===== src/rtl/vga_text_banner.sv =====
// rtl/vga_text_banner.sv - text banner overlay: coordinate -> registered text pixel flag
// Two-stage pipeline: buffer lookup, then glyph ROM bit with blink gating.
module vga_text_banner #(
  parameter int NUM_CHARS    = 18,
  parameter int X0           = 180,
  parameter int Y0           = 464,
  parameter int BLOCK_LOG2   = 2,
  parameter int SCROLL_STEP  = 1,
  parameter int BLINK_FRAMES = 32
) (
  input  logic        clk,
  input  logic        rst_n,
  input  logic [11:0] VGA_HORZ_COORD,
  input  logic [11:0] VGA_VERT_COORD,
  input  logic        frame_tick,
  input  logic [1:0]  mode,
  input  logic        wr_en,
  input  logic [4:0]  wr_addr,
  input  logic [4:0]  wr_char,
  output logic        pixel_on,
  output logic        in_box
);

  localparam int W  = NUM_CHARS * 8 * (1 << BLOCK_LOG2);
  localparam int H  = 7 * (1 << BLOCK_LOG2);
  localparam int CW = (BLINK_FRAMES > 1) ? $clog2(BLINK_FRAMES) : 1;

  localparam logic [12:0]   LP_X0    = 13'(X0);
  localparam logic [12:0]   LP_X1    = 13'(X0 + W);
  localparam logic [12:0]   LP_Y0    = 13'(Y0);
  localparam logic [12:0]   LP_Y1    = 13'(Y0 + H);
  localparam logic [12:0]   LP_W     = 13'(W);
  localparam logic [12:0]   LP_STEP  = 13'(SCROLL_STEP);
  localparam logic [12:0]   LP_NCH   = 13'(NUM_CHARS);
  localparam logic [5:0]    LP_NCH6  = 6'(NUM_CHARS);
  localparam logic [CW-1:0] LP_BLAST = CW'(BLINK_FRAMES - 1);

  // Glyph rows top to bottom, MSB of each 6-bit row is column 0.
  function automatic logic [41:0] glyph(input logic [4:0] code);
    case (code)
      5'd1:  glyph = 42'b011110_100001_100001_111111_100001_100001_100001;
      5'd2:  glyph = 42'b111110_100001_100001_111110_100001_100001_111110;
      5'd3:  glyph = 42'b011111_100000_100000_100000_100000_100000_011111;
      5'd4:  glyph = 42'b111110_100001_100001_100001_100001_100001_111110;
      5'd5:  glyph = 42'b111111_100000_100000_111110_100000_100000_111111;
      5'd6:  glyph = 42'b111111_100000_100000_111110_100000_100000_100000;
      5'd7:  glyph = 42'b011111_100000_100000_100111_100001_100001_011111;
      5'd8:  glyph = 42'b100001_100001_100001_111111_100001_100001_100001;
      5'd9:  glyph = 42'b111111_001100_001100_001100_001100_001100_111111;
      5'd10: glyph = 42'b000001_000001_000001_000001_000001_100001_011110;
      5'd11: glyph = 42'b100001_100010_100100_111000_100100_100010_100001;
      5'd12: glyph = 42'b100000_100000_100000_100000_100000_100000_111111;
      5'd13: glyph = 42'b100001_110011_101101_100001_100001_100001_100001;
      5'd14: glyph = 42'b100001_110001_101001_100101_100011_100001_100001;
      5'd15: glyph = 42'b011110_100001_100001_100001_100001_100001_011110;
      5'd16: glyph = 42'b111110_100001_100001_111110_100000_100000_100000;
      5'd17: glyph = 42'b011110_100001_100001_100001_100101_100010_011101;
      5'd18: glyph = 42'b111110_100001_100001_111110_100100_100010_100001;
      5'd19: glyph = 42'b011111_100000_100000_011110_000001_000001_111110;
      5'd20: glyph = 42'b111111_001100_001100_001100_001100_001100_001100;
      5'd21: glyph = 42'b100001_100001_100001_100001_100001_100001_011110;
      5'd22: glyph = 42'b100001_100001_100001_100001_100001_010010_001100;
      5'd23: glyph = 42'b100001_100001_100001_100001_101101_110011_100001;
      5'd24: glyph = 42'b100001_010010_001100_001100_001100_010010_100001;
      5'd25: glyph = 42'b100001_010010_001100_001100_001100_001100_001100;
      5'd26: glyph = 42'b111111_000010_000100_001000_010000_100000_111111;
      5'd27: glyph = 42'b000000_000000_111111_000000_111111_000000_000000;
      default: glyph = 42'd0;
    endcase
  endfunction

  logic [4:0]    r_buf [32];
  logic [12:0]   r_scroll;
  logic [CW-1:0] r_blink_cnt;
  logic          r_blink_vis;
  logic          r_box1;
  logic [4:0]    r_code1;
  logic [2:0]    r_col1;
  logic [2:0]    r_row1;
  logic          r_pixel_on;
  logic          r_in_box;

  logic [12:0] w_x, w_y, w_xrel, w_yrel, w_xsum, w_xe, w_idx, w_rowf;
  logic [12:0] w_ssum, w_snext;
  logic        w_box, w_idx_ok;
  logic [4:0]  w_code;
  logic [2:0]  w_col;
  logic [5:0]  w_shamt;
  logic [41:0] w_gsh;
  logic [5:0]  w_rsh;
  logic        w_bit;
  logic        w_unused;

  // Both bounds are checked on the unsigned coordinate before any subtraction.
  assign w_x      = {1'b0, VGA_HORZ_COORD};
  assign w_y      = {1'b0, VGA_VERT_COORD};
  assign w_box    = (w_x >= LP_X0) && (w_x < LP_X1) && (w_y >= LP_Y0) && (w_y < LP_Y1);
  assign w_xrel   = w_x - LP_X0;
  assign w_yrel   = w_y - LP_Y0;
  assign w_xsum   = w_xrel + r_scroll;
  assign w_xe     = (w_xsum >= LP_W) ? (w_xsum - LP_W) : w_xsum;
  assign w_idx    = w_xe >> (BLOCK_LOG2 + 3);
  assign w_idx_ok = (w_idx < LP_NCH);
  assign w_code   = w_idx_ok ? r_buf[w_idx[4:0]] : 5'd0;
  assign w_col    = w_xe[BLOCK_LOG2+2:BLOCK_LOG2];
  assign w_rowf   = w_yrel >> BLOCK_LOG2;

  assign w_ssum  = r_scroll + LP_STEP;
  assign w_snext = (w_ssum >= LP_W) ? (w_ssum - LP_W) : w_ssum;

  // Row select by shifting 6*row, then column select by shifting col.
  assign w_shamt = {r_row1, 2'b00} + {1'b0, r_row1, 1'b0};
  assign w_gsh   = glyph(r_code1) << w_shamt;
  assign w_rsh   = w_gsh[41:36] << r_col1;
  assign w_bit   = w_rsh[5] && (r_col1 < 3'd6);

  assign w_unused = ^{w_xe, w_idx, w_rowf, w_gsh[35:0], w_rsh[4:0]};

  always_ff @(posedge clk or negedge rst_n) begin
    if (!rst_n) begin
      for (int i = 0; i < 32; i++) r_buf[i] <= 5'd0;
    end else if (wr_en && ({1'b0, wr_addr} < LP_NCH6)) begin
      r_buf[wr_addr] <= wr_char;
    end
  end

  always_ff @(posedge clk or negedge rst_n) begin
    if (!rst_n) begin
      r_scroll    <= 13'd0;
      r_blink_cnt <= '0;
      r_blink_vis <= 1'b1;
    end else begin
      if (mode == 2'd2) begin
        if (frame_tick) r_scroll <= w_snext;
      end else begin
        r_scroll <= 13'd0;
      end
      if (mode == 2'd1) begin
        if (frame_tick) begin
          if (r_blink_cnt == LP_BLAST) begin
            r_blink_cnt <= '0;
            r_blink_vis <= ~r_blink_vis;
          end else begin
            r_blink_cnt <= r_blink_cnt + 1'b1;
          end
        end
      end else begin
        r_blink_cnt <= '0;
        r_blink_vis <= 1'b1;
      end
    end
  end

  always_ff @(posedge clk or negedge rst_n) begin
    if (!rst_n) begin
      r_box1     <= 1'b0;
      r_code1    <= 5'd0;
      r_col1     <= 3'd0;
      r_row1     <= 3'd0;
      r_pixel_on <= 1'b0;
      r_in_box   <= 1'b0;
    end else begin
      r_box1     <= w_box;
      r_code1    <= w_code;
      r_col1     <= w_col;
      r_row1     <= w_rowf[2:0];
      r_pixel_on <= r_box1 && w_bit && r_blink_vis;
      r_in_box   <= r_box1;
    end
  end

  assign pixel_on = r_pixel_on;
  assign in_box   = r_in_box;

endmodule


===== config.mk =====
export PLATFORM = sky130hd
export DESIGN_NAME = vga_text_banner
export DESIGN_NICKNAME = d
export VERILOG_FILES = /design/src/rtl/vga_text_banner.sv
export SDC_FILE = /design/constraint.sdc
export NUM_CORES = 1
export LEC_CHECK = 0
export CAP_MARGIN = 20
export CORE_MARGIN = 5
export CORE_UTILIZATION = 39
export CTS_CLUSTER_SIZE = 16
export DETAILED_ROUTE_END_ITERATION = 6
export SYNTH_ARGS = -nofsm -noshare
export SYNTH_HDL_FRONTEND = slang
export SYNTH_SLANG_ARGS = --single-unit

===== constraint.sdc =====
create_clock -name clk -period 12.25 [get_ports clk]
set_input_delay 2.45 -clock clk [delete_from_list [all_inputs] [get_ports clk]]
set_output_delay 2.45 -clock clk [all_outputs]
set_load 0.02 [all_outputs]

==> results.py, run 1 <==
metrics = {
    "sta": {
        "slew_headroom_pct": 35.8,
        "drv_slew": 0,
        "setup_violations": 0,
        "fin_skew_ps": 18.9,
        "fin_setup_tns_ps": 0,
        "hold_viol": 0,
        "timing.final.crit_period_ps": 8640,
        "fin_crit_sh_pct": 70.5,
        "fmaxAchievable_ghz": 0.116,
        "hold_ws_ps": 381,
        "rsz0062_at_grt": "no",
        "tightest_slew_ps": 958,
    },
    "synthesis": {
        "ys.flop_type": "dfrtp_1",
        "yosysTopAreaCell": "dfrtp_1",
        "syn_inst": 1007,
        "synth_seq_area_share_pct": 32.2,
        "synth_seq_cells": 123,
        "synth_common_cells": "dfrtp_1 (122), nand2_1 (105), mux2_2 (97)",
        "yosys-top-cells-area": "dfrtp_1 (32%), mux2_2 (11%), mux4_2 (5.4%), ha_1 (5.2%), nand2_1 (4.1%)",
        "synthesis.area_sq_um": 9550,
        "synth_edf_count": 0,
        "synth.most_common_cell": "dfrtp_1",
        "synth_top_cell_area_share_pct": 32.0,
        "syn_avg_cell_area_sq_um": 9.48,
        "synth_nets": 1089,
        "ys_types": 91,
        "synth-async-reset-ratio_pct": 100,
        "ys_warn_count": 0,
    },
    "outcome": {
        "status": "complete, no violations",
    },
    "clock_network": {
        "cts-root-buf": "clkbuf_16",
        "clk_latency_ps": 440,
        "h-tree-depth": 4,
        "postCtsSetupRepairBufs": 0,
        "tritoncts": "built",
        "holdBufCountCts": 0,
        "cts-resized-gates": 0,
        "clock_sinks": 123,
        "clock_path_buffers": 2,
        "tritoncts.num_buffers": 17,
        "cts.clk_slew.worst_paths_ps": 60,
    },
    "global_route": {
        "grtUsageTotal_pct": 17.7,
        "antenna_found_initial": 0,
        "grt_pass1_wl_mm": 40.5,
        "grt_max_degree": 72,
        "grt_pass1_vias": 7614,
        "overflow": 0,
    },
    "floorplan": {
        "rows": 57,
        "chipHeight_microns": 166,
        "start_util_pct": 39.4,
        "fp.dieW_microns": 166,
        "dieArea_sq_um": 27700,
        "pin_count": 42,
        "coreArea_sq_um": 24200,
    },
    "worst_hold_path": {
        "hold_depth": 0,
        "min-delay-start": "r_box1",
        "min_to": "in_box",
        "hp-class": "register to register",
    },
    "routing": {
        "first_pass_iters": 5,
        "vias": 7784,
        "routedWlPerCell_microns": 18.0,
        "via_per_inst": 5.76,
        "drc": 0,
        "drt_iter0_drc": 584,
        "routed_wl_mm": 24.3,
        "drtAntennaViolNets": 0,
    },
    "critical_path": {
        "required_ps": 12540,
        "worst_setup_path_end_kind": "register",
        "max_stage_delay_ps": 750,
        "rrSetupSlack_ps": 5640,
        "critical_path_class": "primary input to register",
        "crit_slowest_cell": "o31a_1",
        "cp.arrival_ps": 8930,
        "r2r_start": "r_scroll[5]",
        "crit_top_cell": "ha_1",
        "cp_top_family": "simple AND/OR/NAND/NOR gates",
        "startpoint_type": "primary input",
        "cp_max_fo": 18,
        "reg2reg_depth": 15,
        "rr_endpoint": "r_code1[4]",
        "worst-path-buf-inv": 1,
        "path_cells": "clkdlybuf4s50_1 -> ha_1 -> ha_1 -> a21o_4 -> a31oi_1 -> a21boi_0 -> nor2_2 -> ha_1 -> or4b_2 -> nor4_4 -> o31a_1 -> nor4_4 -> nor2_2 -> mux4_1 -> mux2i_1 -> a32oi_1",
    },
    "pwr": {
        "vdd_ir_drop_max_v": 0.0000908,
        "static-leakage-power_nw": 4.41,
        "power.density_nw_per_um2": 139,
        "design_power_total_mw": 1.50,
    },
    "placed_design": {
        "post-dp-hpwl_mm": 17.2,
        "globalplace.congestion": 0.919,
        "io_buffers": 39,
    },
    "cells_and_area": {
        "fillers": 2358,
        "area_growth_syn_to_layout_pct": 12.5,
        "nets": 1097,
        "drive_above_1_share_pct": 18.5,
        "diodes": 0,
        "multi_input_area_sq_um": 6060,
        "seqCellArea_sq_um": 3080,
    },
    "job": {
        "max-cap-violations": 0,
    },
}
==> final cells by class <==
class,count,area share (%)
Tap cell,324,3.77
Clock inverter,15,1.54
Inverter,41,1.43
Multi-Input combinational cell,784,56.4
Clock buffer,17,3.96
Timing Repair Buffer,48,4.24
Sequential cell,123,28.7
==> cell families (layout without fill, tap and decap cells) <==
family	count (synthesis)	count (layout)	synth area share [%]
and+or+nand+nor	329	329	17.4
AOI/OAI and AO/OA	236	236	17.5
xor gates and xnor gates	29	29	2.82
DFF	123	123	32.2
muxes	148	148	20.0
buffers and inverters	100	121	4.41
adders and majority gates	42	42	5.66
==> state kept, by name, indices dropped and copies added (netlist names) <==
signal and count:
in_box 1, pixel_on 1, r_blink_cnt 5, r_blink_vis 1
r_box1 1, r_buf 90, r_code1 5, r_col1 3
r_row1 3, r_scroll 13
==> power breakdown <==
part | total (mW) | switching [mW] | internal, mW
clock network | 0.513 | 0.222 | 0.291
logic | 0.478 | 0.266 | 0.212
registers | 0.507 | 0.0388 | 0.468
==> cells in the final DEF (no fill, tap or decap), types with 14 or more instances in the layout <==
cell type / instances
inv_1: 37
nor2_1: 55
ha_1: 40
mux2_2: 97
nor2b_1: 15
nor4_1: 14
clkdlybuf4s50_1: 38
nand3_1: 35
and3_1: 16
dfrtp_1: 122
a21oi_1: 50
o21ai_0: 50
mux2i_1: 27
clkbuf_16: 17
nor3_1: 23
nand2_1: 105
nand2b_1: 18
xnor2_1: 18
nand4_1: 14
mux4_2: 23
==> how the worst max path moves through the flow <==
stage,start,endpoint,cells past startpoint
after CTS,VGA_HORZ_COORD[5],r_code1[4],16
after global placement,VGA_HORZ_COORD[5],r_code1[4],16
after global routing,VGA_HORZ_COORD[5],r_code1[4],16
after floorplan,VGA_HORZ_COORD[5],r_code1[0],19
after detailed placement,VGA_HORZ_COORD[5],r_code1[4],16
final,VGA_HORZ_COORD[5],r_code1[4],16
==> metrics by stage <==
| stage | cell area (sq um) | utilization [%] | std cells | setup WS [ps] |
|---|---|---|---|---|
| 2_1_floorplan | 9550 | - | 1007 | 5270 |
| 3_3_place_gp | 10200 | 41.9 | 1320 | 3220 |
| 3_5_place_dp | 10200 | 41.9 | 1320 | 3140 |
| 4_1_cts | 10700 | 44.3 | 1352 | 3610 |
| 5_1_grt | 10700 | 44.3 | 1352 | 3250 |
| 6_report | 10700 | 44.3 | 1352 | 3610 |
==> per-layer routing <==
metal	wire length [microns]	part of all wire, %	up-vias	track usage [%]
met3	1040	4.3	31	3.58
met5	0	0	-	0
met2	11400	47	182	28.5
met1	11400	47	3784	24.4
met4	426	1.8	0	4.91
li1	-	-	3787	-
Note: power is estimated with default switching activity, not from simulation.
==> inputs of run 2 (changes only) <==
==> constraint.sdc (replaced) <==
create_clock -name clk -period 7.34 [get_ports clk]
set_input_delay 1.468 -clock clk [delete_from_list [all_inputs] [get_ports clk]]
set_output_delay 1.468 -clock clk [all_outputs]
set_load 0.02 [all_outputs]
==> run 2 against run 1 <==
Routed wire length grew 1.1%. Global-route usage hardly changed. Worst hold slack better by 25 ps. Setup slack worse by 2700 ps. Sequential share of layout area decreased by 0.10 points. Register-to-register slack got worse by 3700 ps. Clock skew shrank 2.6 ps. Die area is the same. Count of clock-buffer cells in the layout stayed put. Critical endpoint is now r_code1[1]. Largest power group is now registers.
==> results.py, run 2 (same netlist as run 1, synthesis figures left out) <==
metrics = {
    "placed_design": {
        "post-dp-hpwl_mm": 17.3,
        "io_buffers": 39,
        "globalplace.congestion": 0.916,
        "post-place-ws_ps": 456,
        "post_dp_cell_area_sq_um": 10200,
    },
    "sta": {
        "rsz0062_at_grt": "no",
        "setup_violations": 0,
        "setup_ws_ps": 912,
        "hold_viol": 0,
        "tightest_slew_ps": 1060,
        "fin_crit_sh_pct": 87.6,
        "timing.final.crit_period_ps": 6430,
        "slew_headroom_pct": 29.1,
        "fin_setup_tns_ps": 0,
        "fin_skew_ps": 16.4,
        "drv_slew": 0,
        "fmaxAchievable_ghz": 0.156,
    },
    "critical_path": {
        "critical_path_class": "primary input to register",
        "rrSetupSlack_ps": 1960,
        "cp.arrival_ps": 6700,
        "cp_max_fo": 20,
        "reg2reg_depth": 16,
        "startpoint_type": "primary input",
        "required_ps": 7610,
        "worst_setup_path_end_kind": "register",
    },
    "cells_and_area": {
        "final_area_sq_um": 10800,
        "layout_commonest_cell": "dfrtp_1",
        "mostFrequentLayoutCells": "dfrtp_1 (122), nand2_1 (105), mux2_2 (97), nor2_1 (55)",
        "nets": 1102,
        "largest_register": "r_buf",
        "fin_util_pct": 44.5,
        "drive_above_1_share_pct": 18.8,
        "multi_input_area_sq_um": 6060,
        "seqCellArea_sq_um": 3080,
        "diodes": 0,
        "reg_top3": "r_buf (90), r_scroll (13)",
        "fillers": 2331,
        "area_growth_syn_to_layout_pct": 12.9,
        "largest_reg_flops": 90,
    },
    "floorplan": {
        "start_util_pct": 39.4,
        "fp.dieW_microns": 166,
        "dieArea_sq_um": 27700,
        "pin_count": 42,
        "coreArea_sq_um": 24200,
        "chipHeight_microns": 166,
        "rows": 57,
    },
    "routing": {
        "routedWlPerCell_microns": 18.1,
        "routed_wl_mm": 24.6,
        "drtAntennaViolNets": 0,
        "drt_iter0_drc": 631,
        "vias": 7898,
        "via_per_inst": 5.82,
        "first_pass_iters": 5,
        "drc": 0,
    },
    "clock_network": {
        "cts.clk_slew.worst_paths_ps": 60,
        "tritoncts.num_buffers": 17,
        "h-tree-depth": 4,
        "postCtsSetupRepairBufs": 0,
        "holdBufCountCts": 0,
        "cts-resized-gates": 0,
        "clock_path_buffers": 2,
        "clock_sinks": 123,
        "cts-root-buf": "clkbuf_16",
        "tritoncts": "built",
        "clk_latency_ps": 430,
    },
    "global_route": {
        "antenna_found_initial": 0,
        "grt_pass1_vias": 7649,
        "grt_pass1_wl_mm": 41.0,
        "grtUsageTotal_pct": 17.7,
        "grt_max_degree": 74,
        "overflow": 0,
    },
    "pwr": {
        "power.density_nw_per_um2": 231,
        "vdd_ir_drop_max_v": 0.000161,
        "static-leakage-power_nw": 4.43,
    },
    "job": {
        "max-cap-violations": 0,
    },
    "outcome": {
        "status": "complete, no violations",
    },
    "worst_hold_path": {
        "hold_depth": 0,
        "hp-class": "register to register",
    },
}
## run 2: final cells by class
class | instances | share of cell area (%)
clock buffers | 17 | 3.94
repair buffers | 53 | 4.57
well taps | 324 | 3.76
multi-input cells | 784 | 56.2
inverters | 41 | 1.43
clock inverters | 15 | 1.58
flip-flops and latches | 123 | 28.6
## run 2: critical path: stages
cell and delay [ps]:
clkdlybuf4s50_1 450, ha_1 320, ha_1 230, fa_1 410, a21o_2 250, a221oi_4 300
xor2_2 270, ha_1 210, or4b_2 630, nor4_4 350, o31a_1 360, buf_4 220
o31ai_4 100, nand2_2 440, mux4_2 400, mux2i_1 210, a32oi_1 90
## run 2: worst paths after layout
path                                    from            to
min                                   r_box1        in_box
max in group asynchronous              rst_n    r_buf[129]
max reg2reg                      r_scroll[1]    r_code1[1]
max                        VGA_HORZ_COORD[1]    r_code1[1]
min reg2reg                           r_box1        in_box
min in group asynchronous              rst_n  r_scroll[10]
## run 2: through the flow
step	total power, mW	instances	hold WS, ps
detailed placement	1.66	1325	388
CTS	2.51	1357	403
finish	2.50	1357	406
floorplan	1.45	1007	354
global placement	1.64	1325	375
global route	2.63	1357	416
## run 2: routing by layer
layer | up-vias | share of wire, % | GRT usage [%]
li1 | 3795 | - | -
met1 | 3853 | 47 | 24.9
met2 | 214 | 47 | 28.4
met3 | 36 | 4.4 | 2.82
met4 | 0 | 2.0 | 5.23
met5 | - | 0 | 0
## run 2: where the power goes
group / total, mW / switching (mW) / internal, mW
Clock: 0.841 / 0.381 / 0.460
Combinational: 0.799 / 0.439 / 0.360
Sequential: 0.856 / 0.0753 / 0.781
